**src/rtl/dds_cmd_parser.sv**
```systemverilog
// rtl/dds_cmd_parser.sv - UART byte-stream command frame decoder for the DDS control registers.
// Optional checksum byte compiled in with `define DDS_CMD_CHECKSUM_EN.
module dds_cmd_parser #(
  parameter int          CLK_FREQ   = 100_000_000,
  parameter int          TIMEOUT_US = 100,
  parameter logic [31:0] FTW_RST    = 32'h0000_0000
) (
  input  logic        clk,
  input  logic        rst_n,
  input  logic [7:0]  rx_data,
  input  logic        rx_valid,
  output logic [31:0] ftw,
  output logic [31:0] phase_off,
  output logic [1:0]  wave_sel,
  output logic        cfg_update,
  output logic        frame_err
);

  localparam int TIMEOUT_CYC = (CLK_FREQ / 1_000_000) * TIMEOUT_US;
  localparam int GAP_W       = $clog2(TIMEOUT_CYC + 1);
  localparam logic [GAP_W-1:0] GAP_MAX = GAP_W'(TIMEOUT_CYC - 1);
`ifdef DDS_CMD_CHECKSUM_EN
  localparam int SH_W = 32;
`else
  // Without a checksum byte the last payload byte is applied straight off the bus.
  localparam int SH_W = 24;
`endif

  typedef enum logic [1:0] {S_IDLE, S_CMD, S_PAYLOAD, S_CHK} state_t;

  state_t            state_q, state_d;
  logic [1:0]        byte_cnt_q, byte_cnt_d;
  logic [1:0]        cmd_q, cmd_d;
  logic [SH_W-1:0]   shift_q, shift_d;
  logic [GAP_W-1:0]  gap_cnt_q, gap_cnt_d;
  logic [31:0]       ftw_q, ftw_d;
  logic [31:0]       phase_q, phase_d;
  logic [1:0]        wave_q, wave_d;
  logic              cfg_update_q, cfg_update_d;
  logic              frame_err_q, frame_err_d;
  logic              apply;
  logic              timeout;
  logic [31:0]       payload;
`ifdef DDS_CMD_CHECKSUM_EN
  logic [7:0]        chk_q, chk_d;
  assign payload = shift_q;
`else
  assign payload = {shift_q, rx_data};
`endif

  always_comb begin
    state_d      = state_q;
    byte_cnt_d   = byte_cnt_q;
    cmd_d        = cmd_q;
    shift_d      = shift_q;
    ftw_d        = ftw_q;
    phase_d      = phase_q;
    wave_d       = wave_q;
    cfg_update_d = 1'b0;
    frame_err_d  = 1'b0;
    apply        = 1'b0;
`ifdef DDS_CMD_CHECKSUM_EN
    chk_d        = chk_q;
`endif

    // An arriving byte always beats an expiring gap counter.
    timeout = (state_q != S_IDLE) && !rx_valid && (gap_cnt_q == GAP_MAX);
    if (state_q == S_IDLE || rx_valid || timeout) begin
      gap_cnt_d = '0;
    end else begin
      gap_cnt_d = gap_cnt_q + 1'b1;
    end

    case (state_q)
      S_IDLE: begin
        if (rx_valid && rx_data == 8'hA5) state_d = S_CMD;
      end
      S_CMD: begin
        if (rx_valid) begin
          if (rx_data == 8'h01 || rx_data == 8'h02 || rx_data == 8'h03) begin
            cmd_d      = rx_data[1:0];
            byte_cnt_d = 2'd0;
            state_d    = S_PAYLOAD;
`ifdef DDS_CMD_CHECKSUM_EN
            chk_d      = rx_data;
`endif
          end else begin
            frame_err_d = 1'b1;
            state_d     = S_IDLE;
          end
        end
      end
      S_PAYLOAD: begin
        if (rx_valid) begin
          shift_d    = {shift_q[SH_W-9:0], rx_data};
          byte_cnt_d = byte_cnt_q + 2'd1;
`ifdef DDS_CMD_CHECKSUM_EN
          chk_d      = chk_q ^ rx_data;
          if (byte_cnt_q == 2'd3) state_d = S_CHK;
`else
          if (byte_cnt_q == 2'd3) begin
            apply   = 1'b1;
            state_d = S_IDLE;
          end
`endif
        end
      end
`ifdef DDS_CMD_CHECKSUM_EN
      S_CHK: begin
        if (rx_valid) begin
          if (rx_data == chk_q) apply = 1'b1;
          else                  frame_err_d = 1'b1;
          state_d = S_IDLE;
        end
      end
`endif
      default: state_d = S_IDLE;
    endcase

    if (timeout) begin
      frame_err_d = 1'b1;
      state_d     = S_IDLE;
    end

    if (apply) begin
      cfg_update_d = 1'b1;
      case (cmd_q)
        2'd1:    ftw_d   = payload;
        2'd2:    phase_d = payload;
        2'd3:    wave_d  = payload[1:0];
        default: cfg_update_d = 1'b0;
      endcase
    end
  end

  always_ff @(posedge clk) begin
    if (!rst_n) begin
      state_q      <= S_IDLE;
      byte_cnt_q   <= 2'd0;
      cmd_q        <= 2'd0;
      shift_q      <= '0;
      gap_cnt_q    <= '0;
      ftw_q        <= FTW_RST;
      phase_q      <= 32'h0;
      wave_q       <= 2'd0;
      cfg_update_q <= 1'b0;
      frame_err_q  <= 1'b0;
`ifdef DDS_CMD_CHECKSUM_EN
      chk_q        <= 8'h00;
`endif
    end else begin
      state_q      <= state_d;
      byte_cnt_q   <= byte_cnt_d;
      cmd_q        <= cmd_d;
      shift_q      <= shift_d;
      gap_cnt_q    <= gap_cnt_d;
      ftw_q        <= ftw_d;
      phase_q      <= phase_d;
      wave_q       <= wave_d;
      cfg_update_q <= cfg_update_d;
      frame_err_q  <= frame_err_d;
`ifdef DDS_CMD_CHECKSUM_EN
      chk_q        <= chk_d;
`endif
    end
  end

  assign ftw        = ftw_q;
  assign phase_off  = phase_q;
  assign wave_sel   = wave_q;
  assign cfg_update = cfg_update_q;
  assign frame_err  = frame_err_q;

endmodule

```
**config.mk**
```make
export PLATFORM = sky130hd
export DESIGN_NAME = dds_cmd_parser
export DESIGN_NICKNAME = d
export VERILOG_FILES = /design/src/rtl/dds_cmd_parser.sv
export SDC_FILE = /design/constraint.sdc
export NUM_CORES = 1
export LEC_CHECK = 0
export CORE_UTILIZATION = 45
export DETAILED_ROUTE_END_ITERATION = 16
export PLACE_DENSITY = 0.77
export SYNTH_ARGS = -nofsm -noshare
export SYNTH_HDL_FRONTEND = slang
export SYNTH_SLANG_ARGS = --single-unit
```
**constraint.sdc**
```tcl
create_clock -name clk -period 2.6 [get_ports clk]
set_input_delay 0.26 -clock clk [delete_from_list [all_inputs] [get_ports clk]]
set_output_delay 0.26 -clock clk [all_outputs]
set_load 0.01 [all_outputs]
```
==> results of run 1 <==
[through the flow]
| stage | area [µm²] | setup WS, ps | power, mW |
|---|---|---|---|
| final | 5400 | 527 | 2.78 |
| after global routing | 5400 | 389 | 2.88 |
| after CTS | 5400 | 527 | 2.79 |
| after floorplan | 4300 | 739 | 1.79 |
| after detailed placement | 5210 | 502 | 1.83 |
| after global placement | 5210 | 615 | 1.82 |
[power groups by stage]
stage          Combinational [mW]  Sequential [mW]  Clock [mW]
6_report                   0.0714             1.71       0.993
3_5_place_dp               0.0717             1.75           0
5_1_grt                    0.0770             1.72        1.09
3_3_place_gp               0.0707             1.75           0
2_1_floorplan              0.0395             1.75           0
4_1_cts                    0.0719             1.71        1.01
[kinds of logic after synthesis]
kind of cell | count (synthesis)
AO/OA/AOI/OAI | 95
multiplexers | 4
flip-flops | 112
buffers and inverters | 34
adder cells (fa/ha/maj) | 2
XOR/XNOR | 12
AND/OR/NAND/NOR | 245
[registers in the layout, indices dropped and copies added, names as in the netlist]
register    cells
ftw            32
phase_off      32
shift_q        24
gap_cnt_q      14
byte_cnt_q      2
cmd_q           2
state_q         2
wave_sel        2
cfg_update      1
frame_err       1
[synthesized netlist by cell type, types with 3 or more instances]
library cell,count
a21boi_0,83
a21boi_1,5
clkbuf_1,29
dfxtp_1,112
inv_1,3
mux2i_1,4
nand2_1,183
nand3_1,7
nand3b_1,5
nand4_1,4
nor2_1,19
nor3_1,5
nor3b_1,3
o21ai_0,3
or3_1,3
xnor2_1,8
xor2_1,4
[layout make-up]
cell class	instances	area, µm²
fill	816	3840
timing repair buffer	86	848
sequential	112	2240
clock inverter	5	38.8
clock buffer	11	151
tap	129	161
multi-input combinational	358	1940
inverter	3	11.3
[per-layer routing]
layer | share of wire (%) | wire length, µm | global-route usage [%] | up-vias
met3 | 6.3 | 608 | 4.60 | 7
met2 | 47 | 4500 | 33.2 | 93
li1 | - | - | - | 1792
met5 | 0 | 0 | 0 | -
met4 | 0.91 | 88 | 8.03 | 0
met1 | 46 | 4480 | 27.0 | 1651
[path summary, 6_finish.rpt]
check | endpoint | slack, ps | cells after the start
worst max-delay path | gap_cnt_q[11]$_SDFF_PP0_ | 530 | 5
worst min-delay path | ftw[1]$_SDFFE_PN0P_ | 380 | 2
worst max register to register | gap_cnt_q[11]$_SDFF_PP0_ | 530 | 5
worst min register to register | ftw[8]$_SDFFE_PN0P_ | 460 | 2
[critical path, cell delays in order, from the launching register on]
cell,delay [ps]
dfxtp_1,400
ha_1,220
nand3_1,210
or4_4,590
nand4b_1,430
nor2_1,110
==> results.txt, run 1 <==
Max Slew Vio Count - 0
Most common cell after layout, fill and taps aside - nand2_1
Sw Share - 22.4%
Hold_sp - rst_n
Fraction of layout instances using a drive strength above 1 - 5.57%
Die Wd - 99.8 µm
DRT antenna net count - 0
WL per Instance - 13.7 µm
Finished Layout Cells - 704
Post-Route Setup TNS - 0 ps
Layout Utilization - 58.4%
Unique masters post-synth - 37
Status - finished, final reports clean
P_sw - 0.623 mW
Initial antenna violation count - 0
Arr. time, crit path - 2330 ps
Xor/xnor share of the synthesized area - 2.44%
Fin. Hold Viols - 0
Clock-pin slew on the worst setup and hold paths - 100 ps
Internal power - 2.16 mW
Final setup fails - 0
CTS Buffer Depth - 2
Hold/Removal Path Class - primary input to flop
Most frequent cells in the layout - nand2_1 (183), dfxtp_1 (112), a21boi_0 (83), clkdlybuf4s50_1 (77), nor2_1 (19)
Reg power frac - 61.7%
# H-tree levels - 3
Leakage - 1.71 nW
Die height - 99.8 µm
Achievable Freq - 482 MHz
Yosys top cell by area - dfxtp_1
Mean Syn Cell Area - 8.54 µm²
Post-synthesis mux area share - 0.930%
Initial DRC count - 198
Max Cap Viol - 0
Syn nets - 517
Worst flop-to-flop path startpoint - gap_cnt_q[0]$_SDFF_PP0_
Critical path endpoint category - flop
Ant diodes - 0
Post-synthesis sequential area ratio - 52.1%
Synth top area share - 52.1%
First-pass GRT wire length - 16300 µm
Overall routed net length - 9680 µm
Post-cts gate resize count - 0
Post-route DRC - 0
IO buf count - 78
RSZ-0062 raised after global routing - false
EDFF count, synth - 0
Rel. slew slack - 63.5%
CTS sink cnt - 112
Startpoint types - flop
Top_reg_cell synth - dfxtp_1
Vias - 3543
Hold Slack - 382 ps
Nets - 583
Worst setup startpoint - gap_cnt_q[0]$_SDFF_PP0_
Async S/R FF share, synth - 0%
Largest family of logic cells by synthesized area - simple AND/OR/NAND/NOR gates
Hold buffer count at cts - 0
Vias in the first global route - 3369
Clk_lat worst skew - 380 ps
Number of I/O pins - 79
Kind of critical path - flop to flop
Peak VDD IR - 0.000316 V
Via/cell ratio - 5.03
Final worst path period need - 2070 ps
Post-synthesis register bit count - 112
Layout Area Growth over Synthesis - 25.4%
Largest net degree at the start of global routing - 72
Placer Congestion - 0.817
Clock network fraction of total power - 35.7%
Core area - 9240 µm²
Combinational power share - 2.6%
Cell area after synthesis - 4300 µm²
Maximum fanout along the worst path - 13
Adder-Cell Fraction of Synth Area - 0.581%
Root Buffer - clkbuf_8
FP Rows - 35
GRT overflow - 0
Dpl hpwl - 6630 µm
Worst-Margin Slew - 545 ps
Postcts setup bufs - 0
Cell count after synthesis - 504
Starting Density - 46.6%
Synth Area in Simple Gates - 24.4%
Worst path required time - 2850 ps
Die area - 9960 µm²
Tot GR Track Use - 20.6%
Period utilization - 79.7%
Placed cell count - 688
PD cells - 515 nW/µm²
Synth top area cells - dfxtp_1 (52%), nand2_1 (16%), a21boi_0 (14%)
Total CTS buffers - 9
Yosys warns - 0
TritonCTS clock tree - yes
Compound-Gate Fraction of Synth Area - 16.5%
Max Clock Skew - 11.5 ps
1st-pass router iterations - 5
No activity file was read; power rests on OpenSTA's default activity.
==> run 2: changes to the inputs <==
--- a/config.mk
+++ b/config.mk
@@ -7,7 +7,7 @@
 export LEC_CHECK = 0
 export CORE_UTILIZATION = 45
 export DETAILED_ROUTE_END_ITERATION = 16
-export PLACE_DENSITY = 0.77
+export PLACE_DENSITY = 0.8
 export SYNTH_ARGS = -nofsm -noshare
 export SYNTH_HDL_FRONTEND = slang
 export SYNTH_SLANG_ARGS = --single-unit
==> constraint.sdc (replaced) <==
create_clock -name clk -period 1.9 [get_ports clk]
set_input_delay 0.19 -clock clk [delete_from_list [all_inputs] [get_ports clk]]
set_output_delay 0.19 -clock clk [all_outputs]
set_load 0.01 [all_outputs]
==> run 2 against run 1 <==
Die area unchanged. Fmax up 11%. Worst setup slack worse by 500 ps. Sequential share of layout area down 1.2 points. Power up 42%. Sequential cell count unchanged. Combinational power up 53%. Register-to-register slack worse by 500 ps. Final cell count up 1.8%. Clock skew up 2.0 ps. Utilization up 1.8 points. Hold slack worse by 210 ps. Critical path type unchanged. Highest routed layer unchanged.
==> results.txt, run 2 (synthesis gave the netlist of run 1 again) <==
Startpoint types - flop
Leakage - 1.80 nW (+5.4%)
Overall routed net length - 10100 µm (+3.9%)
Initial DRC count - 247 (+25%)
Arr. time, crit path - 2140 ps (-190 ps)
Tot GR Track Use - 21.1% (+0.48 points)
Die height - 99.8 µm (unchanged)
1st-pass router iterations - 5 (unchanged)
PD cells - 707 nW/µm² (+37%)
Clock-pin slew on the worst setup and hold paths - 100 ps (about the same)
Vias - 3613 (+2.0%)
Final worst path period need - 1870 ps (-199 ps)
Achievable Freq - 534 MHz (+11%)
Starting Density - 46.6% (unchanged)
Critical Path, Cell by Cell - or4b_1, or4_4, and3b_1, a32o_1
Period utilization - 98.6% (+19 points)
DRT antenna net count - 0 (unchanged)
Buf+Inv Stages, Crit Path - 0 (unchanged)
Via/cell ratio - 5.04 (+0.13%)
TritonCTS clock tree - yes
Max Clock Skew - 13.5 ps (+1.96 ps)
Critical path endpoint category - flop
Max Slew Vio Count - 0 (unchanged)
Status - finished, final reports clean
Postcts setup bufs - 0 (unchanged)
Ant diodes - 0 (unchanged)
Total CTS buffers - 9 (unchanged)
Initial antenna violation count - 0 (unchanged)
GRT overflow - 0 (unchanged)
Most frequent cells in the layout - nand2_1 (183), dfxtp_1 (111), a21boi_0 (83), clkdlybuf4s50_1 (77), nor2_1 (19)
# H-tree levels - 3 (unchanged)
Layout Area Growth over Synthesis - 29.3%
Core area - 9240 µm² (unchanged)
Post-route DRC - 0 (unchanged)
Nets - 596 (+2.2%)
Post-Route Setup TNS - 0 ps (unchanged)
WL per Instance - 14.0 µm (+2.0%)
Die area - 9960 µm² (unchanged)
IO buf count - 78 (unchanged)
Maximum fanout along the worst path - 4 (-9)
Largest net degree at the start of global routing - 73 (+1.4%)
Root Buffer - clkbuf_8
Peak VDD IR - 0.000504 V (+59%)
Worst path required time - 2170 ps (-680 ps)
Dpl hpwl - 6920 µm (+4.4%)
Clk_lat worst skew - 370 ps (about the same)
CTS Buffer Depth - 2 (unchanged)
Vias in the first global route - 3409 (+1.2%)
FP Rows - 35 (unchanged)
First-pass GRT wire length - 16600 µm (+1.7%)
Hold Slack - 174 ps (-209 ps)
Fin. Hold Viols - 0 (unchanged)
CTS sink cnt - 112 (unchanged)
Fraction of layout instances using a drive strength above 1 - 7.82% (+2.3 points)
CP delay by family, top - simple AND/OR/NAND/NOR gates
Placer Congestion - 0.816 (-0.13%)
Max Cap Viol - 0 (unchanged)
Kind of critical path - flop to flop
Die Wd - 99.8 µm (unchanged)
Worst-Margin Slew - 325 ps (-220 ps)
Biggest cell delay along the critical path - 520 ps (-70 ps)
RSZ-0062 raised after global routing - true
Hold/Removal Path Class - primary input to flop
Most common cell after layout, fill and taps aside - nand2_1
Rel. slew slack - 78.0% (+15 points)
Crit-path slowest cell - or4b_1
Final setup fails - 0 (unchanged)
Number of I/O pins - 79 (unchanged)
run 2: cell count changes in the layout (fill, tap and decap cells not counted), moves of 2 or more:
cell      delta
clkbuf_8     -2
buf_12       +4
inv_6        +2
buf_4        +9
run 2: per-stage QoR:
step                      util (%)  power (mW)  std cells  cell area (µm²)  setup slack, ps
after detailed placement      58.0        2.51        701             5360            -33.6
after floorplan                  -        2.45        504             4300             39.3
final                         60.2        3.94        717             5570             25.9
after CTS                     60.2        3.97        717             5560             26.0
after global routing          60.2        4.09        717             5570            -19.3
after global placement        58.0        2.51        701             5360             13.9
run 2: power by group:
part	total (mW)	switching (mW)	internal (mW)
Combinational	0.109	0.0501	0.0589
Sequential	2.35	0.0000815	2.35
Clock	1.48	0.842	0.639
Total	3.94	0.892	3.04
run 2: layout make-up:
type                            count  area [µm²]
Multi-Input combinational cell    358        1940
Sequential cell                   112        2240
Inverter                            3        11.3
Tap cell                          129         161
Fill cell                         806        3670
Clock inverter                      7        85.1
Timing Repair Buffer               99         996
Clock buffer                        9         124
run 2: layer usage:
metal	track usage, %	part of all wire, %	vias up
li1	-	-	1806
met1	28.5	48	1708
met4	6.45	0.92	0
met3	3.90	4.6	10
met5	0	0	-
met2	34.4	47	89
run 2: timing repair:
item / in CTS / in global routing
endpoints found under the setup margin: 1 / 1
endpoints found under the hold margin: 0 / 0
pin swaps: 1 / 0
hold buffers: 0 / 0
gates resized for setup: 0 / 1
run 2: worst paths after layout:
kind                                start                 endpoint  slack [ps]  cells past startpoint
setup / recovery  gap_cnt_q[7]$_SDFF_PP0_  state_q[0]$_SDFFE_PP0P_          30                      4
hold / removal                      rst_n    cfg_update$_SDFF_PN0_         170                      3
hold reg to reg      ftw[29]$_SDFFE_PN0P_     ftw[29]$_SDFFE_PN0P_         460                      2
setup reg to reg  gap_cnt_q[7]$_SDFF_PP0_  state_q[0]$_SDFFE_PP0P_          30                      4
run 2: worst min-delay path, cell delays in order:
cell and delay, ps:
buf_2 170, o21ai_0 100, nor2_1 40
==> run 3: changes to the inputs <==
--- a/config.mk
+++ b/config.mk
@@ -8,6 +8,7 @@
 export CORE_UTILIZATION = 45
 export DETAILED_ROUTE_END_ITERATION = 16
 export PLACE_DENSITY = 0.8
+export SLEW_MARGIN = 20
 export SYNTH_ARGS = -nofsm -noshare
 export SYNTH_HDL_FRONTEND = slang
 export SYNTH_SLANG_ARGS = --single-unit
==> results of run 3 <==
No change in the layout: final DEF, timing and power equal those of run 2.
